**config.mk**
```make
export PLATFORM = sky130hd
export DESIGN_NAME = pipe_sub_nbit
export DESIGN_NICKNAME = d
export VERILOG_FILES = /design/src/rtl/pipe_sub_nbit.sv
export SDC_FILE = /design/constraint.sdc
export NUM_CORES = 1
export LEC_CHECK = 0
export ABC_AREA = 1
export ABC_CLOCK_PERIOD_IN_PS = 7900
export CAP_MARGIN = 25
export CORE_ASPECT_RATIO = 1.75
export CORE_UTILIZATION = 59
export DETAILED_ROUTE_END_ITERATION = 7
export PLACE_DENSITY = 0.85
export SETUP_SLACK_MARGIN = 0.15
export SLEW_MARGIN = 15
export SYNTH_ARGS = -nofsm -noshare
export SYNTH_HDL_FRONTEND = slang
export SYNTH_SLANG_ARGS = --single-unit
```
**constraint.sdc**
```tcl
create_clock -name clk -period 7.9 [get_ports clk]
set_clock_uncertainty 0.1 [all_clocks]
set_input_delay 1.185 -clock clk [delete_from_list [all_inputs] [get_ports clk]]
set_output_delay 1.185 -clock clk [all_outputs]
set_load 0.01 [all_outputs]
```
**src/rtl/pipe_sub_nbit.sv**
```systemverilog
// Pipelined N-bit unsigned subtractor: SEG result bits per stage, ripple borrow between stages,
// optional clamp-to-zero on underflow, valid/ready flow control with a global stall enable.
module pipe_sub_nbit #(
   parameter int N   = 16,
   parameter int SEG = 4
) (
   input  logic         clk,
   input  logic         rst_n,
   input  logic         in_valid,
   output logic         in_ready,
   input  logic [N-1:0] a,
   input  logic [N-1:0] b,
   input  logic         bin,
   input  logic         sat_mode,
   output logic         out_valid,
   input  logic         out_ready,
   output logic [N-1:0] d,
   output logic         borrow,
   output logic         zero
);

   localparam int STAGES = N / SEG;

   logic                         en;
   logic [STAGES-1:0]            vld_q, brw_q, sat_q;
   logic [STAGES-1:0][N-1:0]     a_q, b_q, r_q;
   logic                         zero_q;

   logic [STAGES-1:0]            vld_n, brw_n, sat_n;
   logic [STAGES-1:0][N-1:0]     a_n, b_n, r_n;
   logic                         zero_n;

   // Index 0 is the input port, index k+1 is the register of stage k.
   logic [STAGES:0]              v_s, br_s, sat_s;
   logic [STAGES:0][N-1:0]       a_s, b_s, r_s;

   assign en        = !vld_q[STAGES-1] || out_ready;
   assign in_ready  = en;

   assign v_s   = {vld_q, in_valid};
   assign br_s  = {brw_q, bin};
   assign sat_s = {sat_q, sat_mode};
   assign a_s   = {a_q, a};
   assign b_s   = {b_q, b};
   assign r_s   = {r_q, {N{1'b0}}};

   always_comb begin
      logic [N-1:0] ra;
      logic         bw, xa, yb;
      ra     = '0;
      bw     = 1'b0;
      xa     = 1'b0;
      yb     = 1'b0;
      vld_n  = '0;
      brw_n  = '0;
      sat_n  = '0;
      a_n    = '0;
      b_n    = '0;
      r_n    = '0;
      zero_n = 1'b0;
      for (int k = 0; k < STAGES; k++) begin
         ra = r_s[k];
         bw = br_s[k];
         for (int j = 0; j < SEG; j++) begin
            xa = a_s[k][k*SEG+j];
            yb = b_s[k][k*SEG+j];
            ra[k*SEG+j] = xa ^ yb ^ bw;
            bw = (~xa & yb) | (~(xa ^ yb) & bw);
         end
         // Saturation and the zero flag are resolved in the last stage so outputs come straight from flops.
         if (k == STAGES-1) begin
            if (sat_s[k] && bw)
               ra = '0;
            zero_n = (ra == '0);
         end
         vld_n[k] = v_s[k];
         brw_n[k] = bw;
         sat_n[k] = sat_s[k];
         a_n[k]   = a_s[k];
         b_n[k]   = b_s[k];
         r_n[k]   = ra;
      end
   end

   always_ff @(posedge clk or negedge rst_n) begin
      if (!rst_n) begin
         vld_q  <= '0;
         brw_q  <= '0;
         sat_q  <= '0;
         a_q    <= '0;
         b_q    <= '0;
         r_q    <= '0;
         zero_q <= 1'b0;
      end else if (en) begin
         vld_q  <= vld_n;
         brw_q  <= brw_n;
         sat_q  <= sat_n;
         a_q    <= a_n;
         b_q    <= b_n;
         r_q    <= r_n;
         zero_q <= zero_n;
      end
   end

   assign out_valid = vld_q[STAGES-1];
   assign d         = r_q[STAGES-1];
   assign borrow    = brw_q[STAGES-1];
   assign zero      = zero_q;

endmodule

```
* Word-level counts from Yosys, hierarchy flattened
Cells that the tools add are included.
** Cells by class
- Muxes and demuxes :: 1
- Bitwise operators :: 112
- Reductions and logical operators :: 4
** Operators by type and width (count)
- 1-bit AND :: 32
- 1-bit inverter :: 32
- 1-bit bitwise XOR :: 32
- 16-bit zero test :: 1
- 16-bit 2-to-1 mux :: 1
- 1-bit bitwise OR :: 16
- 1-bit logical AND :: 1
- 1-bit zero test :: 1
- 1-bit logical OR :: 1
** Word-level totals
- Bits in registers :: 148
- Input bits :: 38
- Output and inout port bits :: 20

* Depth between registers and ports, before layout
Gate-level depths: netlist of the first run.
- Depth in word-level cells :: 13
- Mapped depth :: 14
- Gate-level depth less buffers :: 13

* Least setup slack after synthesis of the first run
No wires, ideal clock.
- Path type :: input port to flip-flop
- Start point :: input port a[0]
- End point :: register r_q (netlist bit r_n[19])
- Setup time :: 0.130 ns
- Arrival :: 2.956 ns
- Data required time :: 7.670 ns
- Setup slack :: 4.714 ns
- Cell stages on the path :: 8
- Path buffers :: 0
- Cell sequence :: inv_1 > fa_1 > fa_1 > fa_1 > inv_1 > fa_1 > nand2_1 > o21ai_1
** RTL lines
- start: declaration :: RTL line 11 : input logic [N-1:0] a,
- end signal: assignment :: RTL line 100 : r_q <= r_n;
- end: declaration :: RTL line 26 : logic [STAGES-1:0][N-1:0] a_q, b_q, r_q;

* Worst setup path in the final report of the first run
- Start point :: input port out_ready
- End point :: output port in_ready
** Between the ends
- Longest elaborated chain between the ends :: 1
** Ends and longest elaborated chain
- start: declaration :: RTL line 16 : input logic out_ready,
- 1-bit logical OR :: RTL line 37 : assign en = !vld_q[STAGES-1] || out_ready;
- end: declaration :: RTL line 10 : output logic in_ready,
No other way between the ends.

==> results of run 1 <==
==> area by class of cell <==
type | count | area, um2
Multi-Input combinational cell | 285 | 1430
Inverter | 35 | 131
Clock buffer | 13 | 260
Sequential cell | 100 | 2500
Tap cell | 84 | 105
Clock inverter | 2 | 10.0
Timing Repair Buffer | 61 | 598
Fill cell | 470 | 1920
==> kinds of logic after synthesis <==
logic type / synth area share (%)
AND/OR/NAND/NOR: 18.2
flip-flops: 58.4
buffers and inverters: 8.35
AO/OA/AOI/OAI: 7.65
adder cells (fa/ha/maj): 7.47
==> cell usage in the layout, fill, tap and decap left out <==
master	instances
sky130_fd_sc_hd__nand2_1	198
sky130_fd_sc_hd__dfrtp_1	100
sky130_fd_sc_hd__clkdlybuf4s50_1	56
sky130_fd_sc_hd__o21ai_0	43
sky130_fd_sc_hd__inv_1	34
sky130_fd_sc_hd__o21ai_1	21
sky130_fd_sc_hd__fa_1	16
sky130_fd_sc_hd__clkbuf_16	9
sky130_fd_sc_hd__buf_4	5
sky130_fd_sc_hd__nor2_1	2
sky130_fd_sc_hd__nand3_1	2
sky130_fd_sc_hd__clkbuf_8	2
sky130_fd_sc_hd__clkbuf_1	2
sky130_fd_sc_hd__clkinv_2	2
sky130_fd_sc_hd__nor2_4	1
sky130_fd_sc_hd__inv_2	1
sky130_fd_sc_hd__o21a_1	1
sky130_fd_sc_hd__or2_2	1
==> metrics by stage <==
stage / setup slack, ps / hold slack, ps / utilization (%) / std cells / total power, uW
5_1_grt: 3900 / 398 / 72.4 / 580 / 2110
4_1_cts: 3970 / 367 / 72.4 / 580 / 1960
3_5_place_dp: 3990 / 359 / 68.5 / 565 / 1530
2_1_floorplan: 4710 / 340 / - / 458 / 1340
6_report: 3970 / 369 / 72.4 / 580 / 1940
3_3_place_gp: 4000 / 350 / 68.5 / 565 / 1480
==> power by group <==
part           leakage (uW)  switching, uW  internal [uW]
Combinational       0.00113            403            290
Clock              0.000135            170            228
Sequential          0.00122            121            731
==> worst paths after layout <==
kind / start / end / slack (ps)
max in group asynchronous: rst_n / r_n[19]$_DFFE_PN0P_ / 5870
max: out_ready / in_ready / 3970
max reg2reg: a_n[60]$_DFFE_PN0P_ / zero$_DFFE_PN0P_ / 4750
min in group asynchronous: rst_n / vld_q[0]$_DFFE_PN0P_ / 700
min reg2reg: b_n[24]$_DFFE_PN0P_ / b_n[40]$_DFFE_PN0P_ / 370
min: b_n[24]$_DFFE_PN0P_ / b_n[40]$_DFFE_PN0P_ / 370
==> per-layer routing <==
metal / part of all wire (%) / wire, um / up-vias
li1: - / - / 1452
met1: 40 / 3010 / 1461
met2: 53 / 4040 / 83
met3: 4.2 / 322 / 21
met4: 2.9 / 220 / 0
met5: 0 / 0 / -
==> worst max-delay path, stage by stage <==
cell and delay [ps]:
sky130_fd_sc_hd__clkdlybuf4s50_1 450, sky130_fd_sc_hd__nor2_4 110, sky130_fd_sc_hd__buf_4 330, sky130_fd_sc_hd__inv_2 70, sky130_fd_sc_hd__clkdlybuf4s50_1 490
==> synthesized netlist by cell type <==
| master | number | area, um2 |
|---|---|---|
| sky130_fd_sc_hd__inv_2 | 1 | 3.75 |
| sky130_fd_sc_hd__or2_2 | 1 | 6.26 |
| sky130_fd_sc_hd__o21a_1 | 1 | 7.51 |
| sky130_fd_sc_hd__clkbuf_1 | 9 | 33.8 |
| sky130_fd_sc_hd__nand2_1 | 198 | 743 |
| sky130_fd_sc_hd__o21ai_0 | 43 | 215 |
| sky130_fd_sc_hd__inv_1 | 34 | 128 |
| sky130_fd_sc_hd__buf_4 | 19 | 143 |
| sky130_fd_sc_hd__nand3_1 | 2 | 10.0 |
| sky130_fd_sc_hd__o21ai_1 | 21 | 105 |
| sky130_fd_sc_hd__nor2_1 | 2 | 7.51 |
| sky130_fd_sc_hd__fa_1 | 16 | 320 |
| sky130_fd_sc_hd__dfrtp_1 | 100 | 2500 |
| sky130_fd_sc_hd__buf_2 | 10 | 50.1 |
| sky130_fd_sc_hd__nor2_4 | 1 | 11.3 |
==> sequential cells by signal, indices dropped and copies added, names as in the netlist <==
register and count:
a_n 24, b_n 24, brw_q 4, d 16, r_n 12, r_q 12
sat_q 3, vld_q 4, zero 1
==> impl_metrics.xml, run 1 <==
<?xml version="1.0" encoding="UTF-8"?>
<metrics>
  <group name="clock_network">
    <metric name="cts_tree" unit="">yes</metric>
    <metric name="post_cts_resized" unit="">0</metric>
    <metric name="cts_num_sinks" unit="">100</metric>
    <metric name="htree_num_levels" unit="">3</metric>
    <metric name="path_clk_slew" unit="ps">60</metric>
    <metric name="insertion_delay" unit="ps">340</metric>
    <metric name="cts_buf_count" unit="">9</metric>
    <metric name="holdBufCountCts" unit="">0</metric>
    <metric name="cts_max_path_buffers" unit="">2</metric>
    <metric name="clock-root-buffer" unit="">sky130_fd_sc_hd__clkbuf_16</metric>
    <metric name="post_cts_setup_repair_buffer_count" unit="">0</metric>
  </group>
  <group name="synthesis">
    <metric name="syn_nets" unit="">512</metric>
    <metric name="ys_ff_latch" unit="">100</metric>
    <metric name="post_synth_instance_area" unit="um2">4290</metric>
    <metric name="yosys.cell_types.count" unit="">15</metric>
    <metric name="synthCells" unit="">458</metric>
    <metric name="yosysWarningCount" unit="">0</metric>
    <metric name="avgSynthCellArea" unit="um2">9.36</metric>
    <metric name="synth_seq_area_share" unit="%">58.4</metric>
  </group>
  <group name="detailed_routing">
    <metric name="drtIter0Drc" unit="">188</metric>
    <metric name="num_vias" unit="">3017</metric>
    <metric name="firstDrtPassIters" unit="">4</metric>
    <metric name="antenna_violating_nets_post_route" unit="">0</metric>
    <metric name="totalWireLength" unit="um">7600</metric>
    <metric name="route.detailed.drc" unit="">0</metric>
    <metric name="detail_routed_net_length_per_standard_cell" unit="um">13.1</metric>
    <metric name="vias_per_cell" unit="">5.20</metric>
  </group>
  <group name="grt">
    <metric name="grt_start_max_net_pins" unit="">82</metric>
    <metric name="groute.layer.met1.usage" unit="%">30.5</metric>
    <metric name="grt.met2_usage" unit="%">38.6</metric>
    <metric name="overflow" unit="">0</metric>
    <metric name="globalRouteMet3Util" unit="%">5.56</metric>
    <metric name="globalRoute.busiestLayer" unit="">met2</metric>
    <metric name="gr-usage-all-layers" unit="%">24.0</metric>
    <metric name="antenna_violations_before_repair" unit="">0</metric>
    <metric name="grt_pass1_vias" unit="">2974</metric>
    <metric name="grt_pass1_wl" unit="um">13400</metric>
  </group>
  <group name="floorplan">
    <metric name="floorplan.rows" unit="">40</metric>
    <metric name="pin_count" unit="">58</metric>
    <metric name="initial_utilization" unit="%">61.6</metric>
    <metric name="die_w" unit="um">66.4</metric>
    <metric name="die_area" unit="um2">7620</metric>
    <metric name="floorplan.die.height" unit="um">115</metric>
    <metric name="fp.coreArea" unit="um2">6960</metric>
  </group>
  <group name="place">
    <metric name="gpl.final_weighted_congestion" unit="">0.759</metric>
    <metric name="detailed_place_hpwl" unit="um">4670</metric>
    <metric name="placed_cell_area" unit="um2">4760</metric>
    <metric name="place.port_buffers" unit="">57</metric>
  </group>
  <group name="sta">
    <metric name="finalWorstPathRequiredPeriod" unit="ps">3930</metric>
    <metric name="rsz_0062_raised_after_global_routing" unit="">false</metric>
    <metric name="achievable-frequency" unit="MHz">255</metric>
    <metric name="final-setup-viol-count" unit="">0</metric>
    <metric name="total_count_of_max_transition_violations_in_the_final_report" unit="">0</metric>
    <metric name="final.period_utilization" unit="%">49.7</metric>
    <metric name="finalHoldViolCount" unit="">0</metric>
    <metric name="final.setup.tns" unit="ps">0</metric>
    <metric name="maxSlewHeadroom" unit="%">49.5</metric>
    <metric name="least_margin_pin_slew" unit="ps">757</metric>
  </group>
  <group name="worst_setup_path">
    <metric name="worst_setup_path_start_kind" unit="">input pin</metric>
    <metric name="reg2reg_depth" unit="">13</metric>
    <metric name="path_max_fanout" unit="">39</metric>
    <metric name="timing.setup.critical_path_class" unit="">input pin to output port</metric>
    <metric name="critical_path_arrival" unit="ps">2640</metric>
    <metric name="end_kind" unit="">output port</metric>
    <metric name="worst-endpoint-required" unit="ps">6610</metric>
  </group>
  <group name="pwr">
    <metric name="total_leakage_power" unit="uW">0.00248</metric>
    <metric name="ir_drop" unit="V">0.000288</metric>
    <metric name="power_per_cell_area" unit="nW/um2">386</metric>
  </group>
  <group name="finish">
    <metric name="drive_above_1_share" unit="%">4.23</metric>
    <metric name="area_growth" unit="%">17.4</metric>
    <metric name="cell_area_after_layout" unit="um2">5030</metric>
    <metric name="design.final.nets" unit="">546</metric>
    <metric name="diodes" unit="">0</metric>
  </group>
  <group name="run_status">
    <metric name="outcome" unit="">finished, final reports clean</metric>
  </group>
  <group name="hold_path">
    <metric name="worstHoldPathType" unit="">flop to flop</metric>
    <metric name="hold-path-cell-count" unit="">2</metric>
  </group>
  <group name="flow_run">
    <metric name="maxCapViolCount" unit="">0</metric>
  </group>
</metrics>
Note: power is estimated with default switching activity, not from simulation.
==> run 2: changes to the inputs <==
--- a/config.mk
+++ b/config.mk
@@ -6,12 +6,12 @@
 export NUM_CORES = 1
 export LEC_CHECK = 0
 export ABC_AREA = 1
-export ABC_CLOCK_PERIOD_IN_PS = 7900
+export ABC_CLOCK_PERIOD_IN_PS = 3200
 export CAP_MARGIN = 25
 export CORE_ASPECT_RATIO = 1.75
-export CORE_UTILIZATION = 59
+export CORE_UTILIZATION = 49
 export DETAILED_ROUTE_END_ITERATION = 7
-export PLACE_DENSITY = 0.85
+export PLACE_DENSITY = 0.75
 export SETUP_SLACK_MARGIN = 0.15
 export SLEW_MARGIN = 15
 export SYNTH_ARGS = -nofsm -noshare
==> constraint.sdc (replaced) <==
create_clock -name clk -period 3.2 [get_ports clk]
set_clock_uncertainty 0.1 [all_clocks]
set_input_delay 0.48 -clock clk [delete_from_list [all_inputs] [get_ports clk]]
set_output_delay 0.48 -clock clk [all_outputs]
set_load 0.01 [all_outputs]
==> run 2 against run 1 <==
  * Sequential share of layout area decreased by 1.2 points
  * Non-clock buffer count increased by 2
  * Sequential power increased by 150%
  * Critical path type is now flop to flop
  * Largest power group unchanged
==> impl_metrics.xml, run 2 (synthesis results as in run 1) <==
<?xml version="1.0" encoding="UTF-8"?>
<metrics>
  <group name="run_status">
    <metric name="outcome" unit="">finished, final reports clean</metric>
  </group>
  <group name="clock_network">
    <metric name="cts_num_sinks" unit="">100</metric>
    <metric name="htree_num_levels" unit="">3</metric>
    <metric name="path_clk_slew" unit="ps">60</metric>
    <metric name="post_cts_setup_repair_buffer_count" unit="">0</metric>
    <metric name="cts_buf_count" unit="">9</metric>
    <metric name="insertion_delay" unit="ps">340</metric>
    <metric name="cts_tree" unit="">yes</metric>
    <metric name="clock-root-buffer" unit="">sky130_fd_sc_hd__clkbuf_16</metric>
    <metric name="cts_max_path_buffers" unit="">2</metric>
  </group>
  <group name="grt">
    <metric name="gr-usage-all-layers" unit="%">18.3</metric>
    <metric name="antenna_violations_before_repair" unit="">0</metric>
    <metric name="grt_start_max_net_pins" unit="">118</metric>
    <metric name="grt_pass1_wl" unit="um">12700</metric>
    <metric name="grt_pass1_vias" unit="">2841</metric>
    <metric name="overflow" unit="">0</metric>
  </group>
  <group name="sta">
    <metric name="final.period_utilization" unit="%">86.7</metric>
    <metric name="achievable-frequency" unit="MHz">360</metric>
    <metric name="total_count_of_max_transition_violations_in_the_final_report" unit="">0</metric>
    <metric name="final-setup-viol-count" unit="">0</metric>
    <metric name="finalHoldViolCount" unit="">0</metric>
    <metric name="finalWorstPathRequiredPeriod" unit="ps">2780</metric>
    <metric name="maxSlewHeadroom" unit="%">33.8</metric>
    <metric name="final.setup.tns" unit="ps">0</metric>
    <metric name="fin_ws" unit="ps">425</metric>
    <metric name="least_margin_pin_slew" unit="ps">994</metric>
    <metric name="rsz_0062_raised_after_global_routing" unit="">false</metric>
  </group>
  <group name="detailed_routing">
    <metric name="firstDrtPassIters" unit="">4</metric>
    <metric name="vias_per_cell" unit="">4.76</metric>
    <metric name="route.detailed.drc" unit="">0</metric>
    <metric name="totalWireLength" unit="um">7370</metric>
    <metric name="detail_routed_net_length_per_standard_cell" unit="um">12.0</metric>
    <metric name="num_vias" unit="">2920</metric>
    <metric name="drtIter0Drc" unit="">213</metric>
    <metric name="antenna_violating_nets_post_route" unit="">0</metric>
  </group>
  <group name="worst_setup_path">
    <metric name="cp_cell_instances" unit="">inv_1, fa_1, inv_1, fa_1, fa_1, fa_1, inv_1, nand2_4, nand2_1, nand2_1, nor2_1, nand3_1, nand2_1</metric>
    <metric name="worst-endpoint-required" unit="ps">3380</metric>
    <metric name="reg2reg_depth" unit="">13</metric>
    <metric name="end_kind" unit="">flop</metric>
    <metric name="path_buf_inv" unit="">3</metric>
    <metric name="critical_path_arrival" unit="ps">2950</metric>
    <metric name="critical-path-max-stage-delay" unit="ps">420</metric>
    <metric name="timing.critical_path.max_delay_family" unit="">adder cells</metric>
    <metric name="r2r_start" unit="">a_n[60]$_DFFE_PN0P_</metric>
    <metric name="most_numerous_cell_on_the_critical_path" unit="">sky130_fd_sc_hd__fa_1</metric>
    <metric name="rrSetupSlack" unit="ps">420</metric>
    <metric name="worst_setup_path_start_kind" unit="">flop</metric>
    <metric name="cpMaxStageDelayCell" unit="">sky130_fd_sc_hd__fa_1</metric>
    <metric name="path_max_fanout" unit="">22</metric>
    <metric name="timing.setup.critical_path_class" unit="">flop to flop</metric>
    <metric name="end_of_the_worst_register_to_register_path" unit="">zero$_DFFE_PN0P_</metric>
  </group>
  <group name="finish">
    <metric name="layout.area.seq" unit="um2">2500</metric>
    <metric name="drive_above_1_share" unit="%">5.21</metric>
    <metric name="commonest_cells_after_routing_fill_and_taps_aside" unit="">sky130_fd_sc_hd__nand2_1 (197), sky130_fd_sc_hd__dfrtp_1 (100), sky130_fd_sc_hd__clkdlybuf4s50_1 (56), sky130_fd_sc_hd__o21ai_0 (43), sky130_fd_sc_hd__inv_1 (34)</metric>
    <metric name="number_of_cells_in_the_finished_layout_apart_from_fillers" unit="">614</metric>
    <metric name="final_util" unit="%">61.6</metric>
    <metric name="area_growth" unit="%">20.3</metric>
    <metric name="cell_area_after_layout" unit="um2">5160</metric>
    <metric name="nFillCells" unit="">731</metric>
    <metric name="layout_commonest_cell" unit="">sky130_fd_sc_hd__nand2_1</metric>
    <metric name="diodes" unit="">0</metric>
    <metric name="design.final.nets" unit="">548</metric>
    <metric name="multi_input_area" unit="um2">1430</metric>
  </group>
  <group name="hold_path">
    <metric name="worstHoldPathType" unit="">flop to flop</metric>
    <metric name="whs_endpoint" unit="">r_q[38]$_DFFE_PN0P_</metric>
    <metric name="hold_path_startpoint" unit="">r_n[38]$_DFFE_PN0P_</metric>
    <metric name="hold-path-cell-count" unit="">2</metric>
  </group>
  <group name="pwr">
    <metric name="ir_drop" unit="V">0.000433</metric>
    <metric name="power_per_cell_area" unit="nW/um2">941</metric>
    <metric name="total_leakage_power" unit="uW">0.00251</metric>
  </group>
  <group name="floorplan">
    <metric name="fp.coreArea" unit="um2">8370</metric>
    <metric name="initial_utilization" unit="%">51.2</metric>
    <metric name="floorplan.rows" unit="">44</metric>
    <metric name="pin_count" unit="">58</metric>
    <metric name="die_w" unit="um">72.7</metric>
    <metric name="floorplan.die.height" unit="um">126</metric>
    <metric name="die_area" unit="um2">9140</metric>
  </group>
  <group name="place">
    <metric name="place.port_buffers" unit="">57</metric>
    <metric name="dp_worst_setup_slack" unit="ps">160</metric>
    <metric name="gpl.final_weighted_congestion" unit="">0.737</metric>
    <metric name="placed_cell_area" unit="um2">4800</metric>
    <metric name="placedCellCount" unit="">596</metric>
    <metric name="detailed_place_hpwl" unit="um">4760</metric>
  </group>
  <group name="flow_run">
    <metric name="maxCapViolCount" unit="">0</metric>
  </group>
</metrics>
run 2: worst max path at each step:
| stage | startpoint | endpoint | slack [ps] | depth (start not counted) |
|---|---|---|---|---|
| floorplan | a_n[60]$_DFFE_PN0P_ | zero$_DFFE_PN0P_ | 690 | 14 |
| global placement | a[0] | r_n[19]$_DFFE_PN0P_ | 200 | 9 |
| detailed placement | a[0] | r_n[19]$_DFFE_PN0P_ | 160 | 9 |
| CTS | a_n[60]$_DFFE_PN0P_ | zero$_DFFE_PN0P_ | 170 | 13 |
| global route | a_n[60]$_DFFE_PN0P_ | zero$_DFFE_PN0P_ | 230 | 13 |
| finish | a_n[60]$_DFFE_PN0P_ | zero$_DFFE_PN0P_ | 420 | 13 |
run 2: area by class of cell:
type	instances	area share, %
repair buffers	63	12.3
well taps	115	2.79
flip-flops and latches	100	48.5
multi-input cells	285	27.8
clock inverters	2	0.291
inverters	35	2.55
clock buffers	14	5.70
run 2: worst min-delay path: stages (launching register included):
cell	delay (ps)
sky130_fd_sc_hd__dfrtp_1	340
sky130_fd_sc_hd__nand2_1	50
sky130_fd_sc_hd__nand2_1	40
run 2: through the flow:
step / hold slack [ps] / power (uW)
after floorplan: 84.4 / 3300
after global placement: 350 / 3670
after detailed placement: 358 / 3780
after CTS: 228 / 4890
after global routing: 387 / 5260
final: 371 / 4850
run 2: power by group:
part / total [uW] / switching [uW] / internal [uW]
Combinational: 1680 / 953 / 723
Clock: 1070 / 436 / 633
Sequential: 2110 / 303 / 1800
run 2: timing repair:
| action | 4_1_cts | 5_1_grt |
|---|---|---|
| hold buffers | 0 | 1 |
| endpoints found under the hold margin | 0 | 14 |
| endpoints found under the setup margin | 0 | 7 |
| resized for setup | 0 | 2 |
run 2: metal layers:
| metal | wire length (um) | part of all wire [%] | track usage (%) | vias to the layer above |
|---|---|---|---|---|
| li1 | - | - | - | 1458 |
| met1 | 3030 | 41 | 22.8 | 1387 |
| met2 | 3940 | 53 | 30.1 | 62 |
| met3 | 220 | 3.0 | 4.32 | 13 |
| met4 | 181 | 2.5 | 7.50 | 0 |
| met5 | 0 | 0 | 0 | - |
==> run 3: changes to the inputs <==
--- a/config.mk
+++ b/config.mk
@@ -11,6 +11,7 @@
 export CORE_ASPECT_RATIO = 1.75
 export CORE_UTILIZATION = 49
 export DETAILED_ROUTE_END_ITERATION = 7
+export GPL_TIMING_DRIVEN = 0
 export PLACE_DENSITY = 0.75
 export SETUP_SLACK_MARGIN = 0.15
 export SLEW_MARGIN = 15
==> constraint.sdc (replaced) <==
create_clock -name clk -period 3.2 [get_ports clk]
set_clock_uncertainty 0.1 [all_clocks]
set_input_delay 0.8 -clock clk [delete_from_list [all_inputs] [get_ports clk]]
set_output_delay 0.8 -clock clk [all_outputs]
set_load 0.01 [all_outputs]
==> run 3 against run 2 <==
  * Global-route usage increased by 3.0 points
  * Highest routed layer unchanged
  * Wire length grew 16%
  * Final area up 3.2%
  * Critical path depth is 4 lower
  * Largest cell class unchanged
  * Die area is the same
  * Clock power down 7%
  * Combinational power up 14%
  * Worst hold slack about the same
==> impl_metrics.xml, run 3 (synthesis results as in run 1) <==
<?xml version="1.0" encoding="UTF-8"?>
<metrics>
  <group name="clock_network">
    <metric name="htree_num_levels" unit="">3</metric>
    <metric name="cts_num_sinks" unit="">100</metric>
    <metric name="cts_max_path_buffers" unit="">2</metric>
    <metric name="clock-root-buffer" unit="">sky130_fd_sc_hd__clkbuf_16</metric>
    <metric name="insertion_delay" unit="ps">350</metric>
    <metric name="cts_buf_count" unit="">9</metric>
    <metric name="path_clk_slew" unit="ps">70</metric>
    <metric name="cts_tree" unit="">yes</metric>
    <metric name="holdBufCountCts" unit="">0</metric>
  </group>
  <group name="worst_setup_path">
    <metric name="worst_setup_path_start_kind" unit="">input pin</metric>
    <metric name="worst-endpoint-required" unit="ps">3320</metric>
    <metric name="timing.setup.critical_path_class" unit="">input pin to flop</metric>
    <metric name="setup.worst_path.start" unit="">a[0]</metric>
    <metric name="path_max_fanout" unit="">1</metric>
    <metric name="end_kind" unit="">flop</metric>
    <metric name="r2r_start" unit="">a_n[60]$_DFFE_PN0P_</metric>
    <metric name="critical_path_arrival" unit="ps">3080</metric>
  </group>
  <group name="sta">
    <metric name="rsz_0062_raised_after_global_routing" unit="">false</metric>
    <metric name="achievable-frequency" unit="MHz">338</metric>
    <metric name="finalWorstPathRequiredPeriod" unit="ps">2960</metric>
    <metric name="finalHoldViolCount" unit="">0</metric>
    <metric name="maxSlewHeadroom" unit="%">52.8</metric>
    <metric name="least_margin_pin_slew" unit="ps">708</metric>
    <metric name="total_count_of_max_transition_violations_in_the_final_report" unit="">0</metric>
    <metric name="final-setup-viol-count" unit="">0</metric>
    <metric name="final.setup.tns" unit="ps">0</metric>
    <metric name="final.period_utilization" unit="%">92.4</metric>
  </group>
  <group name="pwr">
    <metric name="total_leakage_power" unit="uW">0.00262</metric>
    <metric name="p_comb_share" unit="%">38.2</metric>
    <metric name="ir_drop" unit="V">0.000481</metric>
    <metric name="sequential_share_of_power" unit="%">41.9</metric>
    <metric name="power_per_cell_area" unit="nW/um2">940</metric>
    <metric name="power.share.clock" unit="%">19.9</metric>
    <metric name="cell_internal_pwr" unit="uW">3190</metric>
    <metric name="p_switching" unit="uW">1810</metric>
    <metric name="netSwitchingFraction" unit="%">36.1</metric>
    <metric name="p_total" unit="uW">5000</metric>
  </group>
  <group name="grt">
    <metric name="gr-usage-all-layers" unit="%">21.3</metric>
    <metric name="overflow" unit="">0</metric>
    <metric name="grt_pass1_vias" unit="">3101</metric>
    <metric name="grt_pass1_wl" unit="um">14600</metric>
    <metric name="grt_start_max_net_pins" unit="">55</metric>
    <metric name="antenna_violations_before_repair" unit="">0</metric>
  </group>
  <group name="flow_run">
    <metric name="maxCapViolCount" unit="">0</metric>
  </group>
  <group name="detailed_routing">
    <metric name="detail_routed_net_length_per_standard_cell" unit="um">13.2</metric>
    <metric name="antenna_violating_nets_post_route" unit="">0</metric>
    <metric name="route.detailed.drc" unit="">0</metric>
    <metric name="firstDrtPassIters" unit="">4</metric>
    <metric name="num_vias" unit="">3084</metric>
    <metric name="drtIter0Drc" unit="">222</metric>
    <metric name="vias_per_cell" unit="">4.76</metric>
    <metric name="totalWireLength" unit="um">8530</metric>
  </group>
  <group name="hold_path">
    <metric name="hold_path_startpoint" unit="">b_n[24]$_DFFE_PN0P_</metric>
    <metric name="worstHoldPathType" unit="">flop to flop</metric>
  </group>
  <group name="finish">
    <metric name="area_growth" unit="%">24.1</metric>
    <metric name="diodes" unit="">0</metric>
    <metric name="commonest_cells_after_routing_fill_and_taps_aside" unit="">sky130_fd_sc_hd__nand2_1 (198), sky130_fd_sc_hd__dfrtp_1 (100), sky130_fd_sc_hd__clkdlybuf4s50_1 (55), sky130_fd_sc_hd__o21ai_0 (42), sky130_fd_sc_hd__inv_1 (33)</metric>
    <metric name="design.final.nets" unit="">582</metric>
    <metric name="final_util" unit="%">63.6</metric>
    <metric name="nFillCells" unit="">723</metric>
    <metric name="layout_commonest_cell" unit="">sky130_fd_sc_hd__nand2_1</metric>
    <metric name="number_of_cells_in_the_finished_layout_apart_from_fillers" unit="">648</metric>
    <metric name="drive_above_1_share" unit="%">9.94</metric>
    <metric name="cell_area_after_layout" unit="um2">5320</metric>
  </group>
  <group name="place">
    <metric name="detailed_place_hpwl" unit="um">6230</metric>
    <metric name="gpl.final_weighted_congestion" unit="">0.833</metric>
    <metric name="placed_cell_area" unit="um2">5030</metric>
    <metric name="placedCellCount" unit="">631</metric>
    <metric name="place.port_buffers" unit="">57</metric>
  </group>
  <group name="floorplan">
    <metric name="floorplan.rows" unit="">44</metric>
    <metric name="die_w" unit="um">72.7</metric>
    <metric name="pin_count" unit="">58</metric>
    <metric name="die_area" unit="um2">9140</metric>
    <metric name="fp.coreArea" unit="um2">8370</metric>
    <metric name="floorplan.die.height" unit="um">126</metric>
    <metric name="initial_utilization" unit="%">51.2</metric>
  </group>
  <group name="run_status">
    <metric name="outcome" unit="">finished, final reports clean</metric>
  </group>
</metrics>
==> run 3: cell types whose count changed in the layout (fill, tap and decap cells not counted), moves of 2 or more <==
cell | before | now
sky130_fd_sc_hd__buf_4 | 5 | 21
sky130_fd_sc_hd__buf_2 | 0 | 8
sky130_fd_sc_hd__fa_2 | 0 | 2
sky130_fd_sc_hd__clkinv_2 | 0 | 2
sky130_fd_sc_hd__clkbuf_8 | 5 | 0
sky130_fd_sc_hd__fa_1 | 16 | 14
sky130_fd_sc_hd__clkbuf_1 | 0 | 10
==> run 3: critical path: stages <==
cell	delay, ps
sky130_fd_sc_hd__clkdlybuf4s50_1	460
sky130_fd_sc_hd__inv_1	50
sky130_fd_sc_hd__fa_2	380
sky130_fd_sc_hd__fa_2	340
sky130_fd_sc_hd__fa_1	360
sky130_fd_sc_hd__inv_1	80
sky130_fd_sc_hd__fa_1	450
sky130_fd_sc_hd__nand2_1	80
sky130_fd_sc_hd__o21ai_1	60
==> run 3: worst paths after layout <==
| kind | end | slack (ps) | depth (start not counted) |
|---|---|---|---|
| min in group asynchronous | a_n[29]$_DFFE_PN0P_ | 390 | 1 |
| setup reg to reg | zero$_DFFE_PN0P_ | 330 | 14 |
| hold reg to reg | b_n[40]$_DFFE_PN0P_ | 370 | 2 |
| max in group asynchronous | d[3]$_DFFE_PN0P_ | 1930 | 2 |
| setup / recovery | r_n[19]$_DFFE_PN0P_ | 240 | 9 |
| hold / removal | b_n[40]$_DFFE_PN0P_ | 370 | 2 |
==> run 3: cell type report <==
| type | instances | area, um2 | share of cell area [%] |
|---|---|---|---|
| buffer | 38 | 235 | 4.42 |
| clock buffer | 10 | 229 | 4.30 |
| clock inverter | 6 | 41.3 | 0.776 |
| inverter | 35 | 134 | 2.52 |
| multi-input combinational | 285 | 1430 | 26.9 |
| sequential | 100 | 2500 | 47.0 |
| tap | 115 | 144 | 2.71 |
| timing repair buffer | 59 | 602 | 11.3 |
==> run 3: metal layers <==
metal	global-route usage (%)	vias up	routed length, um
met2	37.7	60	4750
li1	-	1533	-
met5	0	-	0
met4	9.46	0	199
met1	25.0	1475	3390
met3	3.20	16	189
==> run 3: what timing repair did <==
action,in CTS,in global routing
buffers inserted,1,0
pin swaps,1,1
gates resized for setup,4,5
setup endpoints to repair,1,2
==> run 3: power groups by stage <==
stage	combinational, uW	clock (uW)	sequential, uW
detailed placement	1890	0	2110
global placement	1830	0	2090
global route	2180	1050	2160
finish	1910	995	2090
CTS	1930	995	2090
floorplan	1260	0	2040
==> run 3: metrics by stage <==
stage	worst slack, ps	hold WS, ps
after global routing	164	390
after floorplan	399	340
final	244	371
after global placement	-2270	350
after CTS	161	374
after detailed placement	-197	355
